**src/rtl/piradip_trigger_sequencer.sv**
```systemverilog
// Timed-trigger scheduler: walks a {delay, mask, last} table after start and
// pulses each entry's mask onto the trigger lines for one cycle.
module piradip_trigger_sequencer #(
    parameter int N_TRIG  = 32,
    parameter int DEPTH   = 16,
    parameter int DELAY_W = 24
) (
    input  logic                     clk,
    input  logic                     rst,
    input  logic                     cfg_we,
    input  logic [$clog2(DEPTH)-1:0] cfg_addr,
    input  logic [DELAY_W-1:0]       cfg_delay,
    input  logic [N_TRIG-1:0]        cfg_mask,
    input  logic                     cfg_last,
    output logic                     cfg_rej,
    input  logic                     start,
    input  logic                     abort,
    input  logic                     loop_en,
    output logic [N_TRIG-1:0]        triggers,
    output logic                     busy,
    output logic                     done,
    output logic [$clog2(DEPTH)-1:0] cur_idx
);

    localparam int ADDR_W = $clog2(DEPTH);

    typedef enum logic [1:0] {
        IDLE = 2'd0,
        LOAD = 2'd1,
        WAIT = 2'd2,
        FIRE = 2'd3
    } state_e;

    state_e              state_q, state_d;
    logic [ADDR_W-1:0]   idx_q, idx_d;
    logic [DELAY_W-1:0]  cnt_q, cnt_d;
    logic [N_TRIG-1:0]   mask_q, mask_d;
    logic                last_q, last_d;
    logic [N_TRIG-1:0]   trig_q, trig_d;
    logic                rej_q, rej_d;
    logic                seq_end;

    logic [DELAY_W-1:0]  tbl_delay [DEPTH];
    logic [N_TRIG-1:0]   tbl_mask  [DEPTH];
    logic                tbl_last  [DEPTH];

    // Table storage has no reset; entries are only meaningful once written.
    always_ff @(posedge clk) begin
        if (cfg_we && (state_q == IDLE)) begin
            tbl_delay[cfg_addr] <= cfg_delay;
            tbl_mask[cfg_addr]  <= cfg_mask;
            tbl_last[cfg_addr]  <= cfg_last;
        end
    end

    // The final table slot ends the sequence even when its last bit is clear.
    assign seq_end = last_q || (idx_q == ADDR_W'(DEPTH - 1));

    always_ff @(posedge clk) begin
        if (rst) begin
            state_q <= IDLE;
            idx_q   <= '0;
            cnt_q   <= '0;
            mask_q  <= '0;
            last_q  <= 1'b0;
            trig_q  <= '0;
            rej_q   <= 1'b0;
        end else begin
            state_q <= state_d;
            idx_q   <= idx_d;
            cnt_q   <= cnt_d;
            mask_q  <= mask_d;
            last_q  <= last_d;
            trig_q  <= trig_d;
            rej_q   <= rej_d;
        end
    end

    always_comb begin
        state_d = state_q;
        idx_d   = idx_q;
        cnt_d   = cnt_q;
        mask_d  = mask_q;
        last_d  = last_q;
        if (abort) begin
            state_d = IDLE;
            idx_d   = '0;
            cnt_d   = '0;
        end else begin
            case (state_q)
                IDLE: begin
                    if (start) begin
                        state_d = LOAD;
                        idx_d   = '0;
                    end
                end
                LOAD: begin
                    cnt_d   = tbl_delay[idx_q];
                    mask_d  = tbl_mask[idx_q];
                    last_d  = tbl_last[idx_q];
                    state_d = WAIT;
                end
                WAIT: begin
                    if (cnt_q == '0) begin
                        state_d = FIRE;
                    end else begin
                        cnt_d = cnt_q - 1'b1;
                    end
                end
                FIRE: begin
                    if (seq_end) begin
                        if (loop_en) begin
                            idx_d   = '0;
                            state_d = LOAD;
                        end else begin
                            state_d = IDLE;
                        end
                    end else begin
                        idx_d   = idx_q + 1'b1;
                        state_d = LOAD;
                    end
                end
                default: state_d = IDLE;
            endcase
        end
    end

    // Triggers are registered on entry to FIRE so the pulse spans exactly that cycle.
    always_comb begin
        trig_d   = (state_d == FIRE) ? mask_q : '0;
        rej_d    = cfg_we && (state_q != IDLE);
        busy     = (state_q != IDLE);
        done     = (state_q == FIRE) && seq_end && !loop_en && !abort && !rst;
        triggers = trig_q;
        cfg_rej  = rej_q;
        cur_idx  = idx_q;
    end

endmodule

```
**config.mk**
```make
export PLATFORM = sky130hd
export DESIGN_NAME = piradip_trigger_sequencer
export DESIGN_NICKNAME = d
export VERILOG_FILES = /design/src/rtl/piradip_trigger_sequencer.sv
export SDC_FILE = /design/constraint.sdc
export NUM_CORES = 1
export LEC_CHECK = 0
export ABC_AREA = 1
export BUFFER_PORTS_ARGS = -buffer_cell sky130_fd_sc_hd__buf_2
export CAP_MARGIN = 10
export CELL_PAD_IN_SITES_DETAIL_PLACEMENT = 0
export CELL_PAD_IN_SITES_GLOBAL_PLACEMENT = 1
export CORE_MARGIN = 2
export CORE_UTILIZATION = 31
export DETAILED_ROUTE_END_ITERATION = 8
export PLACE_DENSITY = 0.59
export SLEW_MARGIN = 10
export SYNTH_ARGS = -nofsm -noshare
export SYNTH_HDL_FRONTEND = slang
export SYNTH_SLANG_ARGS = --single-unit
```
**constraint.sdc**
```tcl
create_clock -name clk -period 15.3 [get_ports clk]
set_clock_uncertainty 0.2 [all_clocks]
set_input_delay 0 -clock clk [delete_from_list [all_inputs] [get_ports clk]]
set_output_delay 0 -clock clk [all_outputs]
set_load 0.005 [all_outputs]
```
* After elaboration in Yosys (flattened, before gate mapping)
Memory sizes are Yosys's and may differ from the RTL's. A register that Yosys moved wholly into a read port is not among the register bits.
Index checks and enable logic that the tools add are counted.
** Word-level totals
- Bits in read-only memories :: 0
- Output and inout port bits :: 39
- Bits of input ports :: 67
- Logic and storage cells :: 56
- Latch bits :: 0
- Memories :: 3
- RAM bits :: 912
- Bits in registers :: 63
** Operators by class
- Bitwise gates (word level) :: 2
- Multiply operators :: 0
- Divide/modulo/power cells :: 0
- Shifts and indexed selects :: 0
- Eq/ne operators :: 8
- Reductions and logical operators :: 20
- Add/sub/neg operators :: 2
- Order comparisons :: 0
- Mux-type cells :: 16
** Memory list
- tbl_mask :: words 16, width 32, rd ports 1, clocked after Yosys merged registers in 1, wr ports 1, line 44 : logic [N_TRIG-1:0] tbl_mask [DEPTH];
- tbl_delay :: words 16, width 24, rd ports 1, clocked after Yosys merged registers in 1, wr ports 1, line 43 : logic [DELAY_W-1:0] tbl_delay [DEPTH];
- tbl_last :: words 16, width 1, rd ports 1, clocked after Yosys merged registers in 1, wr ports 1, line 45 : logic tbl_last [DEPTH];
** Operators with widths (number)
- $pmux 24 s2 :: 1
- $logic_not 24->1 :: 1
- $mux 24 :: 1
- $sub 24x1->24 const B :: 1
- $mux 4 :: 5
- $mux 2 :: 4
- $pmux 2 s4 :: 1
- $pmux 4 s2 :: 1
- $eq 2x2->1 const B :: 3
- $logic_and 1x1->1 :: 6
- $reduce_bool 2->1 :: 3
- $add 4x1->4 const B :: 1
- $eq 4x4->1 const B :: 1
- $ne 2x2->1 const B :: 2
- $reduce_and 2->1 :: 2
- $reduce_or 2->1 :: 2
- $logic_not 1->1 :: 3
- $mux 1 :: 3
- $ne 3x3->1 const B :: 1
- $reduce_and 3->1 :: 1
- $eq 2x1->1 const B :: 1
- $logic_not 2->1 :: 1
- $not 1->1 :: 2
- $logic_or 1x1->1 :: 1

* Depth between registers and ports, before layout
Gate-level depths: netlist (run 1).
- Word-level depth :: 8
- Gate-level depth with buffers :: 14
- Depth with buffers taken out :: 12

* Least setup slack after synthesis (run 1)
Ideal clock, no wire load.
- Kind :: reg-to-reg
- From :: register state_q[0]
- To :: memory tbl_delay[11][0], enable pin
- Cell stages (with the launch flop) :: 5
- Slack :: 9811 ps
- Required time :: 14558 ps
- Data arrival time :: 4748 ps
- Path buffers :: 0
- Path through :: dfxtp_1 -> inv_1 -> ha_1 -> nand2_1 -> nor3_1
** Between the ends
- Cells in the longest elaborated chain, start to end :: 4
** RTL lines
- start, declared :: line 34 : state_e state_q, state_d;
- start signal, assigned :: line 69 : state_q <= state_d;
- $logic_not 2->1 :: line 49 : if (cfg_we && (state_q == IDLE)) begin
- $logic_and 1x1->1 :: line 49
- $mux 1 :: line 49
- $mux 1 (implied by the code) :: line 50 : tbl_delay[cfg_addr] <= cfg_delay;
- end, declared :: line 43
Every way passes these cells.

* Worst setup path in the final report (run 1)
- From :: register state_q[0]
- To :: memory tbl_mask[15][22], enable pin
** Between the ends
- Cells in the longest elaborated chain, start to end :: 4
** RTL lines
- $logic_not 2->1 :: line 49
- $logic_and 1x1->1 :: line 49
- $mux 1 :: line 49
- $mux 1 (implied by the code) :: line 51 : tbl_mask[cfg_addr] <= cfg_mask;
- end, declared :: line 44
Every way passes these cells.

==> results of run 1 <==
cells by family (layout without fill, tap and decap cells):
kind of cell,count (synthesis),in the layout,share of synthesized area (%)
other cells,0,2,0
compound gates,687,687,9.87
simple gates,1236,1236,13.1
xor+xnor,2,2,0.0434
flops,1012,1012,72.8
fa+ha+maj,7,7,0.217
buf+inv,373,603,3.90
mux,2,2,0.0496
worst max path at each step:
stage	endpoint	cells past startpoint	startpoint	slack (ps)
after floorplan	tbl_delay[11][0]	4	state_q[0]	9810
after global placement	triggers[0]	8	cur_idx[3]	11570
after detailed placement	triggers[0]	8	cur_idx[3]	11640
after CTS	tbl_mask[15][22]	7	state_q[0]	11620
after global routing	tbl_mask[15][22]	7	state_q[0]	11450
final	tbl_mask[15][22]	7	state_q[0]	11670
Yosys cell counts, types with 9 or more instances:
| master | instances | share of area (%) |
|---|---|---|
| clkbuf_1 | 108 | 1.0 |
| o21ai_0 | 434 | 5.4 |
| dfxtp_1 | 100 | 5.0 |
| o221ai_1 | 93 | 2.0 |
| buf_4 | 15 | 0.28 |
| buf_1 | 27 | 0.25 |
| o211ai_1 | 63 | 1.2 |
| nand3_1 | 256 | 3.2 |
| nor2_1 | 633 | 5.9 |
| a21oi_1 | 77 | 0.96 |
| nand2_1 | 288 | 2.7 |
| nor2_4 | 33 | 0.92 |
| inv_1 | 156 | 1.5 |
| edfxtp_1 | 912 | 68 |
| buf_2 | 55 | 0.68 |
| nor3_1 | 9 | 0.11 |
registers in the layout, summed over array words and instances (netlist names), named ones only:
register	count
last_q	1
tbl_mask	512
triggers	32
cnt_q	24
tbl_last	16
mask_q	32
cfg_rej	1
state_q	2
cur_idx	4
tbl_delay	384
report_power, final:
group	internal [uW]	leakage (uW)	switching [uW]	total [uW]
Combinational	86.3	0.00530	219	305
Clock	1490	0.00171	1090	2580
Sequential	3050	0.00905	17.4	3070
final cells by class:
cell class	count	area share, %
flip-flops and latches	1012	62.6
inverters	165	1.34
clock buffers	146	6.40
repair buffers	240	3.76
multi-input cells	1934	20.2
well taps	1742	4.64
diodes	2	0.0107
clock inverters	52	1.00
metrics by stage:
stage                     hold slack (ps)  util, %  cell area [sq um]  std cells  worst slack, ps
final                                40.3     36.3              47000       5293            11670
after floorplan                      -101        -              40300       3319             9810
after detailed placement              111     32.9              42600       5002            11640
after global placement                108     32.9              42600       5002            11570
after global routing                 22.7     36.3              47000       5292            11450
after CTS                            1.21     36.3              47000       5291            11620
what timing repair did:
action / CTS / global route
resized for setup: 0 / 0
hold buffers: 91 / 0
hold endpoints to repair: 1111 / 0
worst max-delay path, stage by stage (launching register included):
cell and delay (ps):
dfxtp_1 330, inv_1 140, ha_1 230, nand2_1 220, inv_1 160, nand3_1 300, nor2_4 1020, buf_4 630
layer usage:
layer	GRT usage, %	share of wire [%]
met5	0	0.031
met4	3.57	1.7
met1	22.8	46
met2	27.4	48
met3	2.75	4.5
==> results.toml, run 1 <==
[sta]
period_needed_ps = 3640
min_period_over_period_pct = 23.8
finalHoldViolations = 0
setup_violations = 0
tightest_slew_ps = 1220
fmax_ghz = 0.275
maxSlewHeadroom_pct = 18.6
finalMaxSlewViolations = 0
rsz0062_at_grt = "no"
fin_tns_setup_ps = 0

[placed_design]
detailed_place_hpwl_microns = 59500
port_buffers = 105
gp_congestion = 0.773

[hold_path]
worstHoldPathCells = 2
hold_class = "input port to register"
hp-start = "cfg_mask[6]"
min_to = "tbl_mask[6][6]"

[cts]
cts_sinks = 1012
cts-root-buf = "clkbuf_16"
clk_pin_slew_ps = 60
cts_tree = "yes"
cts_buffer_depth = 3
cts_setup_buffers = 0
cts_max_level = 3
numCtsBuffers = 106
clkLatencyLatePin_ps = 710

[setup_path]
path_class = "register to register"
crit_path_end_kind = "register"
r2r_slack_ps = 11670
setup.worst_path.start_class = "register"
reg2regPathDepth = 7
crit_required_ps = 15440
r2r-end = "tbl_mask[15][22]"
crit_arrival_ps = 3780
worstPathMaxFanout = 29
r2r-start = "state_q[0]"

[yosys]
yosysWarnings = 0
syn_nets = 3393
synth_flop_cell = "edfxtp_1"
yosys_register_bits = 1012
syn_area_sq_um = 40300
yosysSeqAreaShare_pct = 72.8
synth_edf_count = 912
synth_cell_types = 39
synth.avg_cell_area_sq_um = 12.2
postSynthCellCount = 3319
ys_async_sr_fraction_pct = 0

[layout]
mostFrequentLayoutCell = "edfxtp_1"
drive_gt1_share_pct = 10.9
area_growth_pct = 16.4
multi_input_area_sq_um = 9490
register_area_sq_um = 29400
nFillCells = 12500
final_nets = 3533
final_cell_mix = "edfxtp_1 (912), nor2_1 (622), o21ai_0 (434)"

[detailed_routing]
drc_errors = 0
drtAntennaViolNets = 0
via_count = 25800
wire_per_inst_microns = 21.0
wl_microns = 111000
first_pass_iters = 5
drt_iter0_drc = 2109
viasPerCell = 4.87

[floorplan]
io_pins = 106
initial_core_util_pct = 31.2
die_area_sq_um = 133000
num_rows = 132
fp.coreArea_sq_um = 129000
die_x_microns = 365
die_h_microns = 365

[run_status]
status = "completed"

[global_routing]
grt_first_pass_wirelength_microns = 166000
antenna_found_initial = 6
first_global_vias = 25100
grt_max_degree = 113
track_usage_pct = 16.6
grt-ovfl-total = 0

[pwr]
ir_worst_vdd_mv = 0.105
cellPowerDensity_nw_per_um2 = 127
p_leak_uw = 0.0161
p_total_uw = 5950

[run]
maxCapViolCount = 0
No activity file was read; power rests on OpenSTA's default activity.
==> run 2: changes to the inputs <==
Clock period 15.3 ns to 3.51 ns, I/O delays scaled along.
==> run 2 against run 1 <==
Against the previous run:
- routed wire length decreased by 1.7%
- first-iteration DRC count fell by 3.0%
- register-to-register slack worse by 11000 ps
- total power rose to 4.3 times the previous value
- sequential power grew to 4.3 times the previous value
- clock power rose to 4.3 times the previous value
- combinational power grew to 4.5 times the previous value
- count of clock-buffer cells in the layout is 7 lower
- via count shrank 0.81%
- largest power group unchanged
==> results.toml, run 2 (same netlist as run 1, synthesis figures left out) <==
[global_routing]
antenna_found_initial = 5
track_usage_pct = 16.3
grt_max_degree = 115
grt_first_pass_wirelength_microns = 163000
grt-ovfl-total = 0
first_global_vias = 25200

[cts]
cts_tree = "yes"
clkLatencyLatePin_ps = 710
numCtsBuffers = 107
clk_pin_slew_ps = 60
cts_max_level = 3
cts_sinks = 1012
cts_buffer_depth = 3
cts-root-buf = "clkbuf_16"

[setup_path]
crit_path_end_kind = "output pin"
r2r-end = "tbl_mask[4][12]"
setup.worst_path.start_class = "input port"
path_class = "input port to output pin"
crit_path_cell_trace = "dlygate4sd3_1 -> buf_2 -> nor2_4 -> dlygate4sd3_1 -> inv_2 -> nor2_1 -> buf_2"
r2r-start = "state_q[0]"
worstPathMaxFanout = 19
cp_slowest_stage_delay_ps = 1060
critical_path.top_delay_family = "buffers and inverters"
critical_path_depth = 7
crit_arrival_ps = 3030
cpMaxStageDelayCell = "dlygate4sd3_1"
critPathBufInv = 5
endpoint = "done"
crit_start = "rst"
crit_required_ps = 3310
r2r_slack_ps = 320
reg2regPathDepth = 9

[sta]
finalHoldViolations = 0
tightest_slew_ps = 972
period_needed_ps = 3230
worst_slack_ps = 280
hold_slack_ps = 37.1
maxSlewHeadroom_pct = 35.1
finalMaxSlewViolations = 0
min_period_over_period_pct = 92.0
setup_violations = 0
fmax_ghz = 0.310
rsz0062_at_grt = "no"

[layout]
nFillCells = 12500
final_nets = 3552
final_cell_mix = "edfxtp_1 (912), nor2_1 (622), o21ai_0 (434)"
mostFrequentLayoutCell = "edfxtp_1"
area_growth_pct = 17.2
regMostFlops = "tbl_mask"
top_regs = "tbl_mask x512, tbl_delay x384"
largest_reg_flops = 512
drive_gt1_share_pct = 11.6
antennaDiodeCount = 0

[placed_design]
port_buffers = 105
detailed_place_hpwl_microns = 59800
dp_slack_ps = 767
gp_congestion = 0.767

[run_status]
status = "completed"

[floorplan]
fp.coreArea_sq_um = 129000
initial_core_util_pct = 31.2
die_area_sq_um = 133000
io_pins = 106
num_rows = 132
die_h_microns = 365
die_x_microns = 365

[detailed_routing]
via_count = 25600
wl_microns = 109000
drc_errors = 0
drt_iter0_drc = 2045
viasPerCell = 4.82
drtAntennaViolNets = 0
wire_per_inst_microns = 20.6
first_pass_iters = 5

[run]
maxCapViolCount = 0

[pwr]
cellPowerDensity_nw_per_um2 = 547
p_total_uw = 25800
ir_worst_vdd_mv = 0.411
p_leak_uw = 0.0163

[hold_path]
hold_class = "input port to register"
[run 2: cell count changes in the layout (fill, tap and decap cells not counted), moves of 4 or more]
cell / delta
clkinv_2: +5
nor3_4: +6
clkbuf_1: -4
buf_4: +10
nor3_2: -6
buf_12: +16
dlygate4sd3_1: -8
[run 2: how the worst min path moves through the flow]
stage	start	endpoint	slack, ps	cells after the start
floorplan	cfg_delay[0]	tbl_delay[0][0]	-100	0
global placement	cfg_we	cfg_rej	120	3
detailed placement	cfg_we	cfg_rej	110	3
CTS	cfg_mask[8]	tbl_mask[2][8]	1	2
global route	cfg_mask[7]	tbl_mask[8][7]	30	2
finish	cfg_mask[10]	tbl_mask[10][10]	40	2
[run 2: per-stage QoR]
step,setup TNS [ps],cells,util [%],area (sq um)
after floorplan,-457170,3319,-,40400
after global placement,0,5028,33.3,43000
after detailed placement,0,5028,33.3,43000
after CTS,0,5304,36.6,47300
after global routing,0,5304,36.6,47300
final,0,5304,36.6,47300
[run 2: area by class of cell]
cell class	count	area, sq um	area share, %
multi-input cells	1934	9530	20.2
repair buffers	258	2080	4.40
well taps	1742	2180	4.61
flip-flops and latches	1012	29400	62.2
clock buffers	139	2930	6.19
inverters	165	631	1.33
clock inverters	54	520	1.10
[run 2: worst reg2reg max path, stage by stage (launching register included)]
cell and delay, ps:
dfxtp_1 320, inv_1 140, ha_1 230, nand2_1 60, buf_4 190, inv_1 110, nand3_1 260, dlygate4sd3_1 710
nor2_4 120, dlygate4sd3_1 570
[run 2: metal layers]
layer / vias to the layer above / share of wire [%] / GRT usage, %
li1: 12200 / - / -
met1: 12700 / 45 / 21.7
met2: 500 / 48 / 27.0
met3: 158 / 4.6 / 3.19
met4: 8 / 2.8 / 4.94
met5: - / 0.051 / 0
[run 2: power by group]
group          switching, uW  internal, uW
logic                    974           395
clock network           4690          6450
registers               55.2         13300
total                   5710         20100
[run 2: repair_timing]
item | CTS | global route
hold endpoints to repair | 981 | 0
hold buffers | 83 | 0
setup buffers | 0 | 0
resized for setup | 0 | 0
